<file path="config.mk">
export PLATFORM = sky130hd
export DESIGN_NAME = ex_operand_stage_flat
export DESIGN_NICKNAME = d
export VERILOG_FILES = /design/src/rtl/ex_operand_stage_if.sv /design/src/rtl/ex_operand_stage.sv /design/src/flat_wrapper.sv
export SDC_FILE = /design/constraint.sdc
export NUM_CORES = 1
export LEC_CHECK = 0
export CORE_MARGIN = 2
export CORE_UTILIZATION = 46
export DETAILED_ROUTE_END_ITERATION = 10
export PLACE_DENSITY = 0.87
export SLEW_MARGIN = 20
export SYNTH_ARGS = -nofsm -noshare
export SYNTH_HDL_FRONTEND = slang
export SYNTH_SLANG_ARGS = --single-unit
</file>
<file path="constraint.sdc">
create_clock -name clk -period 8.75 [get_ports clk]
set_input_delay 0.875 -clock clk [delete_from_list [all_inputs] [get_ports clk]]
set_output_delay 0.875 -clock clk [all_outputs]
set_load 0.03 [all_outputs]
</file>
<file path="src/rtl/ex_operand_stage_if.sv">
`default_nettype none
// ============================================================================
// Module   : ex_operand_stage_if
// Brief    : Bundle of upstream, register-file, write-back and ALU-side
//            signals for the execute operand stage.
// Revision : 1.0 - initial release
// ============================================================================
interface ex_operand_stage_if;
    logic        in_valid;
    logic        in_ready;
    logic [31:0] in_instr;
    logic [31:0] in_pc;
    logic [4:0]  rs1_addr;
    logic [4:0]  rs2_addr;
    logic [31:0] rf_rs1_data;
    logic [31:0] rf_rs2_data;
    logic        wb_en;
    logic [4:0]  wb_addr;
    logic [31:0] wb_data;
    logic        flush;
    logic        out_valid;
    logic        out_ready;
    logic [2:0]  out_fnc3;
    logic        out_fnc1;
    logic [31:0] out_op1;
    logic [31:0] out_op2;
    logic [4:0]  out_rd;
    logic        out_we;
    logic        out_illegal;
    logic [31:0] out_pc;

    modport master (
        output in_valid, in_instr, in_pc, rf_rs1_data, rf_rs2_data,
               wb_en, wb_addr, wb_data, flush, out_ready,
        input  in_ready, rs1_addr, rs2_addr, out_valid, out_fnc3, out_fnc1,
               out_op1, out_op2, out_rd, out_we, out_illegal, out_pc
    );

    modport slave (
        input  in_valid, in_instr, in_pc, rf_rs1_data, rf_rs2_data,
               wb_en, wb_addr, wb_data, flush, out_ready,
        output in_ready, rs1_addr, rs2_addr, out_valid, out_fnc3, out_fnc1,
               out_op1, out_op2, out_rd, out_we, out_illegal, out_pc
    );
endinterface
`default_nettype wire

</file>
<file path="src/rtl/ex_operand_stage.sv">
`default_nettype none
// ============================================================================
// Module   : ex_operand_stage
// Brief    : RV32I OP/OP-IMM/LUI/AUIPC decode, operand select with write-back
//            forwarding, and one valid/ready pipeline slot feeding the ALU.
// Revision : 1.0 - initial release
// ============================================================================
module ex_operand_stage #(
    parameter bit FWD_EN = 1'b1
) (
    input  logic               clk,
    input  logic               rst,
    ex_operand_stage_if.slave  bus
);
    localparam logic [6:0] c_OPC_OP     = 7'b0110011;
    localparam logic [6:0] c_OPC_OP_IMM = 7'b0010011;
    localparam logic [6:0] c_OPC_LUI    = 7'b0110111;
    localparam logic [6:0] c_OPC_AUIPC  = 7'b0010111;
    localparam logic [6:0] c_F7_ZERO    = 7'b0000000;
    localparam logic [6:0] c_F7_ALT     = 7'b0100000;

    logic [6:0]  w_opcode;
    logic [2:0]  w_f3;
    logic [6:0]  w_f7;
    logic [4:0]  w_rs1_addr;
    logic [4:0]  w_rs2_addr;
    logic [31:0] w_imm_i;
    logic [31:0] w_imm_u;
    logic        w_fwd1;
    logic        w_fwd2;
    logic [31:0] w_rs1_val;
    logic [31:0] w_rs2_val;

    logic        w_legal;
    logic [2:0]  w_fnc3;
    logic        w_fnc1;
    logic [31:0] w_op1;
    logic [31:0] w_op2;
    logic        w_rs1_used;
    logic        w_rs2_used;
    logic [4:0]  w_rd;
    logic        w_we;
    logic        w_in_ready;
    logic        w_stall;
    logic        w_ref1;
    logic        w_ref2;

    logic        r_valid;
    logic [2:0]  r_fnc3;
    logic        r_fnc1;
    logic [31:0] r_op1;
    logic [31:0] r_op2;
    logic [4:0]  r_rd;
    logic        r_we;
    logic        r_illegal;
    logic [31:0] r_pc;
    logic [4:0]  r_rs1_addr;
    logic [4:0]  r_rs2_addr;
    logic        r_rs1_used;
    logic        r_rs2_used;

    assign w_opcode   = bus.in_instr[6:0];
    assign w_f3       = bus.in_instr[14:12];
    assign w_f7       = bus.in_instr[31:25];
    assign w_rs1_addr = bus.in_instr[19:15];
    assign w_rs2_addr = bus.in_instr[24:20];
    assign w_imm_i    = {{20{bus.in_instr[31]}}, bus.in_instr[31:20]};
    assign w_imm_u    = {bus.in_instr[31:12], 12'b0};

    // x0 always reads zero, even when write-back targets it
    assign w_fwd1    = FWD_EN && bus.wb_en && (bus.wb_addr == w_rs1_addr);
    assign w_fwd2    = FWD_EN && bus.wb_en && (bus.wb_addr == w_rs2_addr);
    assign w_rs1_val = (w_rs1_addr == 5'd0) ? 32'd0 :
                       w_fwd1 ? bus.wb_data : bus.rf_rs1_data;
    assign w_rs2_val = (w_rs2_addr == 5'd0) ? 32'd0 :
                       w_fwd2 ? bus.wb_data : bus.rf_rs2_data;

    always_comb begin
        w_legal    = 1'b0;
        w_fnc3     = 3'd0;
        w_fnc1     = 1'b0;
        w_op1      = 32'd0;
        w_op2      = 32'd0;
        w_rs1_used = 1'b0;
        w_rs2_used = 1'b0;
        case (w_opcode)
            c_OPC_OP: begin
                w_legal    = (w_f7 == c_F7_ZERO) ||
                             ((w_f7 == c_F7_ALT) && ((w_f3 == 3'b000) || (w_f3 == 3'b101)));
                w_fnc3     = w_f3;
                w_fnc1     = bus.in_instr[30];
                w_op1      = w_rs1_val;
                w_op2      = w_rs2_val;
                w_rs1_used = 1'b1;
                w_rs2_used = 1'b1;
            end
            c_OPC_OP_IMM: begin
                if (w_f3 == 3'b001)
                    w_legal = (w_f7 == c_F7_ZERO);
                else if (w_f3 == 3'b101)
                    w_legal = (w_f7 == c_F7_ZERO) || (w_f7 == c_F7_ALT);
                else
                    w_legal = 1'b1;
                w_fnc3     = w_f3;
                w_fnc1     = (w_f3 == 3'b101) ? bus.in_instr[30] : 1'b0;
                w_op1      = w_rs1_val;
                w_op2      = w_imm_i;
                w_rs1_used = 1'b1;
            end
            c_OPC_LUI: begin
                w_legal = 1'b1;
                w_op2   = w_imm_u;
            end
            c_OPC_AUIPC: begin
                w_legal = 1'b1;
                w_op1   = bus.in_pc;
                w_op2   = w_imm_u;
            end
            default: w_legal = 1'b0;
        endcase
        if (!w_legal) begin
            w_fnc3     = 3'd0;
            w_fnc1     = 1'b0;
            w_op1      = 32'd0;
            w_op2      = 32'd0;
            w_rs1_used = 1'b0;
            w_rs2_used = 1'b0;
        end
    end

    assign w_rd       = w_legal ? bus.in_instr[11:7] : 5'd0;
    assign w_we       = w_legal && (w_rd != 5'd0);
    assign w_in_ready = !bus.flush && (!r_valid || bus.out_ready);

    // A stalled slot picks up results that commit while it waits
    assign w_stall = r_valid && !bus.out_ready;
    assign w_ref1  = FWD_EN && bus.wb_en && (bus.wb_addr != 5'd0) &&
                     r_rs1_used && (bus.wb_addr == r_rs1_addr);
    assign w_ref2  = FWD_EN && bus.wb_en && (bus.wb_addr != 5'd0) &&
                     r_rs2_used && (bus.wb_addr == r_rs2_addr);

    always_ff @(posedge clk or posedge rst) begin
        if (rst) begin
            r_valid    <= 1'b0;
            r_fnc3     <= 3'd0;
            r_fnc1     <= 1'b0;
            r_op1      <= 32'd0;
            r_op2      <= 32'd0;
            r_rd       <= 5'd0;
            r_we       <= 1'b0;
            r_illegal  <= 1'b0;
            r_pc       <= 32'd0;
            r_rs1_addr <= 5'd0;
            r_rs2_addr <= 5'd0;
            r_rs1_used <= 1'b0;
            r_rs2_used <= 1'b0;
        end else if (bus.flush) begin
            r_valid <= 1'b0;
        end else if (bus.in_valid && w_in_ready) begin
            r_valid    <= 1'b1;
            r_fnc3     <= w_fnc3;
            r_fnc1     <= w_fnc1;
            r_op1      <= w_op1;
            r_op2      <= w_op2;
            r_rd       <= w_rd;
            r_we       <= w_we;
            r_illegal  <= !w_legal;
            r_pc       <= bus.in_pc;
            r_rs1_addr <= w_rs1_addr;
            r_rs2_addr <= w_rs2_addr;
            r_rs1_used <= w_rs1_used;
            r_rs2_used <= w_rs2_used;
        end else begin
            if (r_valid && bus.out_ready)
                r_valid <= 1'b0;
            if (w_stall && w_ref1)
                r_op1 <= bus.wb_data;
            if (w_stall && w_ref2)
                r_op2 <= bus.wb_data;
        end
    end

    assign bus.in_ready    = w_in_ready;
    assign bus.rs1_addr    = w_rs1_addr;
    assign bus.rs2_addr    = w_rs2_addr;
    assign bus.out_valid   = r_valid;
    assign bus.out_fnc3    = r_fnc3;
    assign bus.out_fnc1    = r_fnc1;
    assign bus.out_op1     = r_op1;
    assign bus.out_op2     = r_op2;
    assign bus.out_rd      = r_rd;
    assign bus.out_we      = r_we;
    assign bus.out_illegal = r_illegal;
    assign bus.out_pc      = r_pc;
endmodule
`default_nettype wire

</file>
<file path="src/flat_wrapper.sv">
// flat-port wrapper written by rule: the top's interface ports become plain ports
module ex_operand_stage_flat 
#(
    parameter bit FWD_EN = 1'b1
)
  (clk, rst, bus_in_valid, bus_in_instr, bus_in_pc, bus_rf_rs1_data, bus_rf_rs2_data, bus_wb_en, bus_wb_addr, bus_wb_data, bus_flush, bus_out_ready, bus_in_ready, bus_rs1_addr, bus_rs2_addr, bus_out_valid, bus_out_fnc3, bus_out_fnc1, bus_out_op1, bus_out_op2, bus_out_rd, bus_out_we, bus_out_illegal, bus_out_pc);
  ex_operand_stage_if bus_i ();
  input  logic clk;
  input  logic rst;
  input wire logic [$bits(bus_i.in_valid)-1:0] bus_in_valid;
  input wire logic [$bits(bus_i.in_instr)-1:0] bus_in_instr;
  input wire logic [$bits(bus_i.in_pc)-1:0] bus_in_pc;
  input wire logic [$bits(bus_i.rf_rs1_data)-1:0] bus_rf_rs1_data;
  input wire logic [$bits(bus_i.rf_rs2_data)-1:0] bus_rf_rs2_data;
  input wire logic [$bits(bus_i.wb_en)-1:0] bus_wb_en;
  input wire logic [$bits(bus_i.wb_addr)-1:0] bus_wb_addr;
  input wire logic [$bits(bus_i.wb_data)-1:0] bus_wb_data;
  input wire logic [$bits(bus_i.flush)-1:0] bus_flush;
  input wire logic [$bits(bus_i.out_ready)-1:0] bus_out_ready;
  output wire logic [$bits(bus_i.in_ready)-1:0] bus_in_ready;
  output wire logic [$bits(bus_i.rs1_addr)-1:0] bus_rs1_addr;
  output wire logic [$bits(bus_i.rs2_addr)-1:0] bus_rs2_addr;
  output wire logic [$bits(bus_i.out_valid)-1:0] bus_out_valid;
  output wire logic [$bits(bus_i.out_fnc3)-1:0] bus_out_fnc3;
  output wire logic [$bits(bus_i.out_fnc1)-1:0] bus_out_fnc1;
  output wire logic [$bits(bus_i.out_op1)-1:0] bus_out_op1;
  output wire logic [$bits(bus_i.out_op2)-1:0] bus_out_op2;
  output wire logic [$bits(bus_i.out_rd)-1:0] bus_out_rd;
  output wire logic [$bits(bus_i.out_we)-1:0] bus_out_we;
  output wire logic [$bits(bus_i.out_illegal)-1:0] bus_out_illegal;
  output wire logic [$bits(bus_i.out_pc)-1:0] bus_out_pc;
  assign bus_i.in_valid = bus_in_valid;
  assign bus_i.in_instr = bus_in_instr;
  assign bus_i.in_pc = bus_in_pc;
  assign bus_i.rf_rs1_data = bus_rf_rs1_data;
  assign bus_i.rf_rs2_data = bus_rf_rs2_data;
  assign bus_i.wb_en = bus_wb_en;
  assign bus_i.wb_addr = bus_wb_addr;
  assign bus_i.wb_data = bus_wb_data;
  assign bus_i.flush = bus_flush;
  assign bus_i.out_ready = bus_out_ready;
  assign bus_in_ready = bus_i.in_ready;
  assign bus_rs1_addr = bus_i.rs1_addr;
  assign bus_rs2_addr = bus_i.rs2_addr;
  assign bus_out_valid = bus_i.out_valid;
  assign bus_out_fnc3 = bus_i.out_fnc3;
  assign bus_out_fnc1 = bus_i.out_fnc1;
  assign bus_out_op1 = bus_i.out_op1;
  assign bus_out_op2 = bus_i.out_op2;
  assign bus_out_rd = bus_i.out_rd;
  assign bus_out_we = bus_i.out_we;
  assign bus_out_illegal = bus_i.out_illegal;
  assign bus_out_pc = bus_i.out_pc;
  ex_operand_stage #(.FWD_EN(FWD_EN)) u_core (.clk(clk), .rst(rst), .bus(bus_i));
endmodule
</file>
### Word level (Yosys, flattened, before mapping)

Cells that the tools add are included.

| cells by class | value |
|---|---|
| multiplexer cells | 28 |
| equality and inequality tests | 11 |
| bitwise operators | 1 |
| reductions and logical operators | 37 |

Operators by type and width:

| cell | count |
|---|---|
| two-way mux 32 bit | 10 |
| one-hot mux 32 bit (3 select lines) | 1 |
| one-hot mux 32 bit (2 select lines) | 1 |
| == test 7 x 6 -> 1 bit (second input constant) | 3 |
| == test 5 bit | 4 |
| logical AND 1 bit | 15 |
| == test 7 x 5 -> 1 bit (second input constant) | 2 |
| two-way mux 1 bit | 11 |
| zero test 5 bit | 2 |
| nonzero test 5 bit | 2 |
| zero test 7 bit | 1 |
| two-way mux 3 bit | 2 |
| AND reduction 2 bit | 3 |
| two-way mux 5 bit | 1 |
| zero test 1 bit | 4 |
| logical OR 1 bit | 4 |
| nonzero test 2 bit | 2 |
| OR reduction 2 bit | 2 |
| == test 3 x 1 -> 1 bit (second input constant) | 1 |
| == test 3 bit (second input constant) | 1 |
| zero test 3 bit | 1 |
| one-hot mux 1 bit (3 select lines) | 1 |
| nonzero test 3 bit | 1 |
| one-hot mux 1 bit (2 select lines) | 1 |
| NOT 1 bit | 1 |

| storage, ports and cells | value |
|---|---|
| input port bits | 171 |
| word-level logic and storage cells | 90 |
| register bits | 120 |

### Depth between registers and ports, before layout

| logic depth | value |
|---|---|
| depth after elaboration | 8 |
| mapped depth | 10 |
| depth with buffers taken out | 6 |

### Worst setup path before layout

Ideal clock, no wire load.

| path | value |
|---|---|
| kind | input-to-reg |
| from | input bus_wb_addr[2] |
| to | register u_core.r_op2[0] (netlist: u_core.bus.out_op2[0]) |
| slack | 6215 ps |
| library setup time | 133 ps |
| stages | 9 |
| path buffers | 3 |
| data required time | 8617 ps |
| arrival time | 2402 ps |
| cells stage by stage | buf_2 -> xor2_1 -> nor4_1 -> and3_1 -> buf_4 -> buf_4 -> mux2_2 -> a22oi_1 -> o21ai_0 |

| on the way | value |
|---|---|
| word-level cells in the longest chain between the ends | 7 |

Ends and longest elaborated chain:

| item | RTL line | text |
|---|---|---|
| start: declaration | flat_wrapper.sv:16 | `input wire logic [$bits(bus_i.wb_addr)-1:0] bus_wb_addr;` |
| == test 5 bit / nonzero test 5 bit (equally long branches) | ex_operand_stage.sv:72, ex_operand_stage.sv:139 |  |
| logical AND 1 bit, on equally long branches | ex_operand_stage.sv:72, ex_operand_stage.sv:139 |  |
| two-way mux 32 bit / logical AND 1 bit (equally long branches) | ex_operand_stage.sv:76, ex_operand_stage.sv:139 |  |
| two-way mux 32 bit / logical AND 1 bit (equally long branches) | ex_operand_stage.sv:75, ex_operand_stage.sv:140 |  |
| one-hot mux 32 bit (3 select lines) / logical AND 1 bit (equally long branches) | ex_operand_stage.sv:86, ex_operand_stage.sv:178 |  |
| two-way mux 32 bit / nonzero test 2 bit (equally long branches) | n/a |  |
| two-way mux 32 bit / AND reduction 2 bit (equally long branches) | n/a |  |
| end signal: assignment | ex_operand_stage.sv:164 | `r_op2 <= w_op2;` |
| end signal: assignment | ex_operand_stage.sv:179 | `r_op2 <= bus.wb_data;` |
| end: declaration | ex_operand_stage.sv:52 | `logic [31:0] r_op2;` |

Parallel ways exist; a longest one is shown, timed or not.
A chain may end at the register's enable or synchronous reset.

### Final worst setup path

| path | value |
|---|---|
| from | input bus_in_instr[3] |
| to | register u_core.r_op2[31] (netlist: u_core.bus.out_op2[31]) |

| on the way | value |
|---|---|
| word-level cells in the longest chain between the ends | 5 |

Ends and longest elaborated chain:

| item | RTL line | text |
|---|---|---|
| start: declaration | flat_wrapper.sv:11 | `input wire logic [$bits(bus_i.in_instr)-1:0] bus_in_instr;` |
| == test 7 x 6 -> 1 bit / == test 7 x 5 -> 1 bit (equally long branches) | ex_operand_stage.sv:86 | `case (w_opcode)` |
| OR reduction 2 bit (no line) | n/a |  |
| one-hot mux 32 bit (3 select lines) / one-hot mux 1 bit (3 select lines) (equally long branches) | ex_operand_stage.sv:86 |  |
| two-way mux 32 bit (*) | ex_operand_stage.sv:121 | `if (!w_legal) begin` |
| two-way mux 32 bit (*) | ex_operand_stage.sv:159 | `end else if (bus.in_valid && w_in_ready) begin` |

Mark *: on every way between the ends. The rest lies on a longest branch, timed or not.

==> metrics.md <==
| Metric | Value |
|---|---|
| Cell with the most instances after synthesis | dfrtp_1 |
| Post-DP HPWL | 16700 µm |
| Share of cells above drive strength 1 | 12.7% |
| Status | finished, final reports clean |
| Max Cap Violations | 0 |
| Largest net degree at the start of global routing | 66 |
| CTS root buf | clkbuf_16 |
| Number of global-route vias before repair | 6525 |
| Minimum clock period | 3560 ps |
| Synth Area in Simple Gates | 13.4% |
| Synth Cell Area | 6530 µm² |
| Fmax | 281 MHz |
| Die area | 15200 µm² |
| Multi-input combinational cell area | 3140 µm² |
| Port buffer count | 289 |
| Vias per cell | 6.10 |
| First-pass GRT wire length | 35700 µm |
| Switching pwr | 0.413 mW |
| Int Pwr | 1.18 mW |
| Die Wd | 123 µm |
| Final hold vios | 0 |
| Number of detailed-route iterations in the first pass | 5 |
| RSZ-0062 raised after global routing | no |
| Arrival time worst endpoint | 3910 ps |
| Die H | 123 µm |
| Largest family of logic cells by synthesized area | compound AO/OA/AOI/OAI gates |
| Synth top cells by count | 120 x dfrtp_1, 74 x nand2_1, 68 x nand3_1, 53 x mux2_2, 42 x a22oi_1 |
| HP Start | u_core.bus.out_we |
| Reg2reg path depth | 8 |
| Largest area contributor in the netlist | dfrtp_1 |
| Core area | 13900 µm² |
| Antenna Nets Post-Route | 0 |
| Register area share after synthesis | 46.0% |
| Clock sink count | 120 |
| Nets@finish | 1052 |
| Hold depth | 2 |
| Crit-path max FO | 65 |
| Total number of vias | 6536 |
| Max layer used | met4 |
| Syn_nets | 803 |
| Wire length on met3 | 2220 µm |
| Skew-Pair Late Insertion Delay | 420 ps |
| Synth Area in XOR/XNOR | 2.82% |
| Total design power | 1.60 mW |
| RR Startpoint | u_core.bus.out_valid |
| Leak | 3.85 nW |
| Final setup vio count | 0 |
| Async SR Flop Fraction | 100% |
| Kind of critical path | input port to flip-flop |
| H-tree depth | 4 |
| Gp weighted congestion | 0.844 |
| Initial drt markers | 645 |
| Post-synth cell types | 48 |
| Startpoint types | input port |
| Comb pwr share | 19.9% |
| CTS tree | built |
| Top-area cell type share of the netlist area | 46.0% |
| CP Capture Type | flip-flop |
| Yosys synthesis warning count | 0 |
| R2R Path End | u_core.bus.out_op2[31] |
| Util after Layout | 71.4% |
| Initial antenna violation count | 0 |
| Clock network power share | 41.9% |
| Synth area leaders | dfrtp_1 46%, mux2_2 9.1%, nand3_1 5.2% |
| Wl on met1 | 9160 µm |
| Post-synthesis adder-cell area fraction | 0% |
| Rows | 43 |
| Slew @ Worst Pin | 1060 ps |
| Fill cells | 1034 |
| Post-CTS setup buffers | 0 |
| GRT Util Overall | 31.2% |
| Total gr overflow | 0 |
| Post-Route WL | 23700 µm |
| Compound-Gate Fraction of Synth Area | 22.2% |
| Avg Inst Size Synth | 10.3 µm² |
| Switching part of the total | 25.8% |
| Post-CTS sizing | 0 |
| Slew margin rel. | 29.0% |
| Clock transition at the registers of the reported paths | 50 ps |
| #FFs+latches synth | 120 |
| Avg WL per Cell | 22.1 µm |
| Num CTS Buffers | 17 |
| Hold Path Class | flip-flop to flip-flop |
| Clk buf depth | 2 |
| N_diodes | 0 |
| WL met2 | 11500 µm |
| Tcrit/Tclk final | 40.7% |
| EDFF count, synth | 0 |
| Max Slew Vio Count | 0 |
| P per Cell Area | 161 nW/µm² |
| Hold endpoint | u_core.bus.out_we |
| Number of remaining DRC errors | 0 |
| Post-synthesis mux area share | 9.15% |
| Final setup TNS | 0 ps |
| Setup slack, reg-to-reg | 6030 ps |
| I/O pins | 290 |
| Syn Inst Count | 632 |
| FF+latch area | 3000 µm² |
| Ys flop type | dfrtp_1 |
| Final Skew | 9.11 ps |
| Area growth syn-to-layout | 51.9% |
| Post-CTS Hold Fix Bufs | 0 |
| Worst EP required | 9100 ps |
| Max VDD drop | 0.000129 V |
| Initial core utilization | 47.0% |
| Sequential share of power | 38.2% |
how the worst max path moves through the flow:
stage	startpoint	to	slack (ps)	depth (start not counted)
after floorplan	rst	u_core.bus.out_fnc1	4690	1
after global placement	bus_in_instr[21]	u_core.bus.out_op2[30]	4880	7
after detailed placement	bus_in_instr[24]	u_core.bus.out_op2[25]	4790	7
after CTS	bus_in_instr[24]	u_core.bus.out_op2[25]	5220	7
after global routing	bus_in_instr[24]	u_core.bus.out_op2[25]	5040	7
final	bus_in_instr[3]	u_core.bus.out_op2[31]	5190	8
flip-flops by register name (all words and copies together) (netlist names):
register	cells
u_core.r_rs2_addr	5
u_core.bus.out_pc	32
u_core.bus.out_valid	1
u_core.r_rs1_used	1
u_core.bus.out_op1	32
u_core.bus.out_rd	5
u_core.bus.out_fnc1	1
u_core.r_rs2_used	1
u_core.r_rs1_addr	5
u_core.bus.out_fnc3	3
u_core.bus.out_op2	32
u_core.bus.out_illegal	1
u_core.bus.out_we	1
power groups by stage:
stage / clock network, mW / logic, mW / registers, mW
after global placement: 0 / 0.313 / 0.616
after floorplan: 0 / 0.0899 / 0.671
after global routing: 0.704 / 0.335 / 0.613
final: 0.670 / 0.317 / 0.610
after CTS: 0.674 / 0.318 / 0.610
after detailed placement: 0 / 0.316 / 0.619
critical path, cell delays in order:
cell and delay [ps]:
clkdlybuf4s50_1 470, or3b_1 450, nor3_2 780, nand2b_1 200, a31o_2 300, buf_4 320
a31oi_1 310, a221o_1 140
cells in the final DEF (no fill, tap or decap), types with 10 or more instances in the layout:
master	synthesis	layout
a31oi_1	34	34
a22oi_1	42	42
xnor2_1	10	10
o21ai_0	28	28
mux2_2	53	53
clkdlybuf4s50_1	0	289
a221oi_2	10	10
nand3_1	68	68
clkbuf_16	0	17
dfrtp_1	120	120
buf_4	13	10
nand2_1	74	73
a221o_1	33	33
xor2_1	11	11
o21ai_1	13	12
metrics by stage:
stage               setup WS, ps  hold WS [ps]  cells  cell area, µm²
floorplan                   4690           449    632            6530
global placement            4880           467   1042            9340
detailed placement          4790           474   1042            9340
CTS                         5220           486   1072            9910
global route                5040           505   1072            9910
finish                      5190           483   1072            9910
final cells by class:
| type | instances | share of cell area [%] |
|---|---|---|
| Timing Repair Buffer | 299 | 29.9 |
| Multi-Input combinational cell | 439 | 31.6 |
| Clock inverter | 2 | 0.353 |
| Tap cell | 180 | 2.27 |
| Inverter | 4 | 0.177 |
| Sequential cell | 120 | 30.3 |
| Clock buffer | 28 | 5.31 |
metal layers:
metal  vias up  track usage (%)
li1       2889                -
met1      3179             37.9
met2       406             51.6
met3        62             8.81
met4         0             13.9
met5         -                0
logic make-up after synthesis:
| logic type | count (synthesis) |
|---|---|
| compound gates | 186 |
| xor+xnor | 21 |
| mux | 53 |
| flops | 120 |
| buf+inv | 73 |
| simple gates | 179 |
No activity file was read; power rests on OpenSTA's default activity.
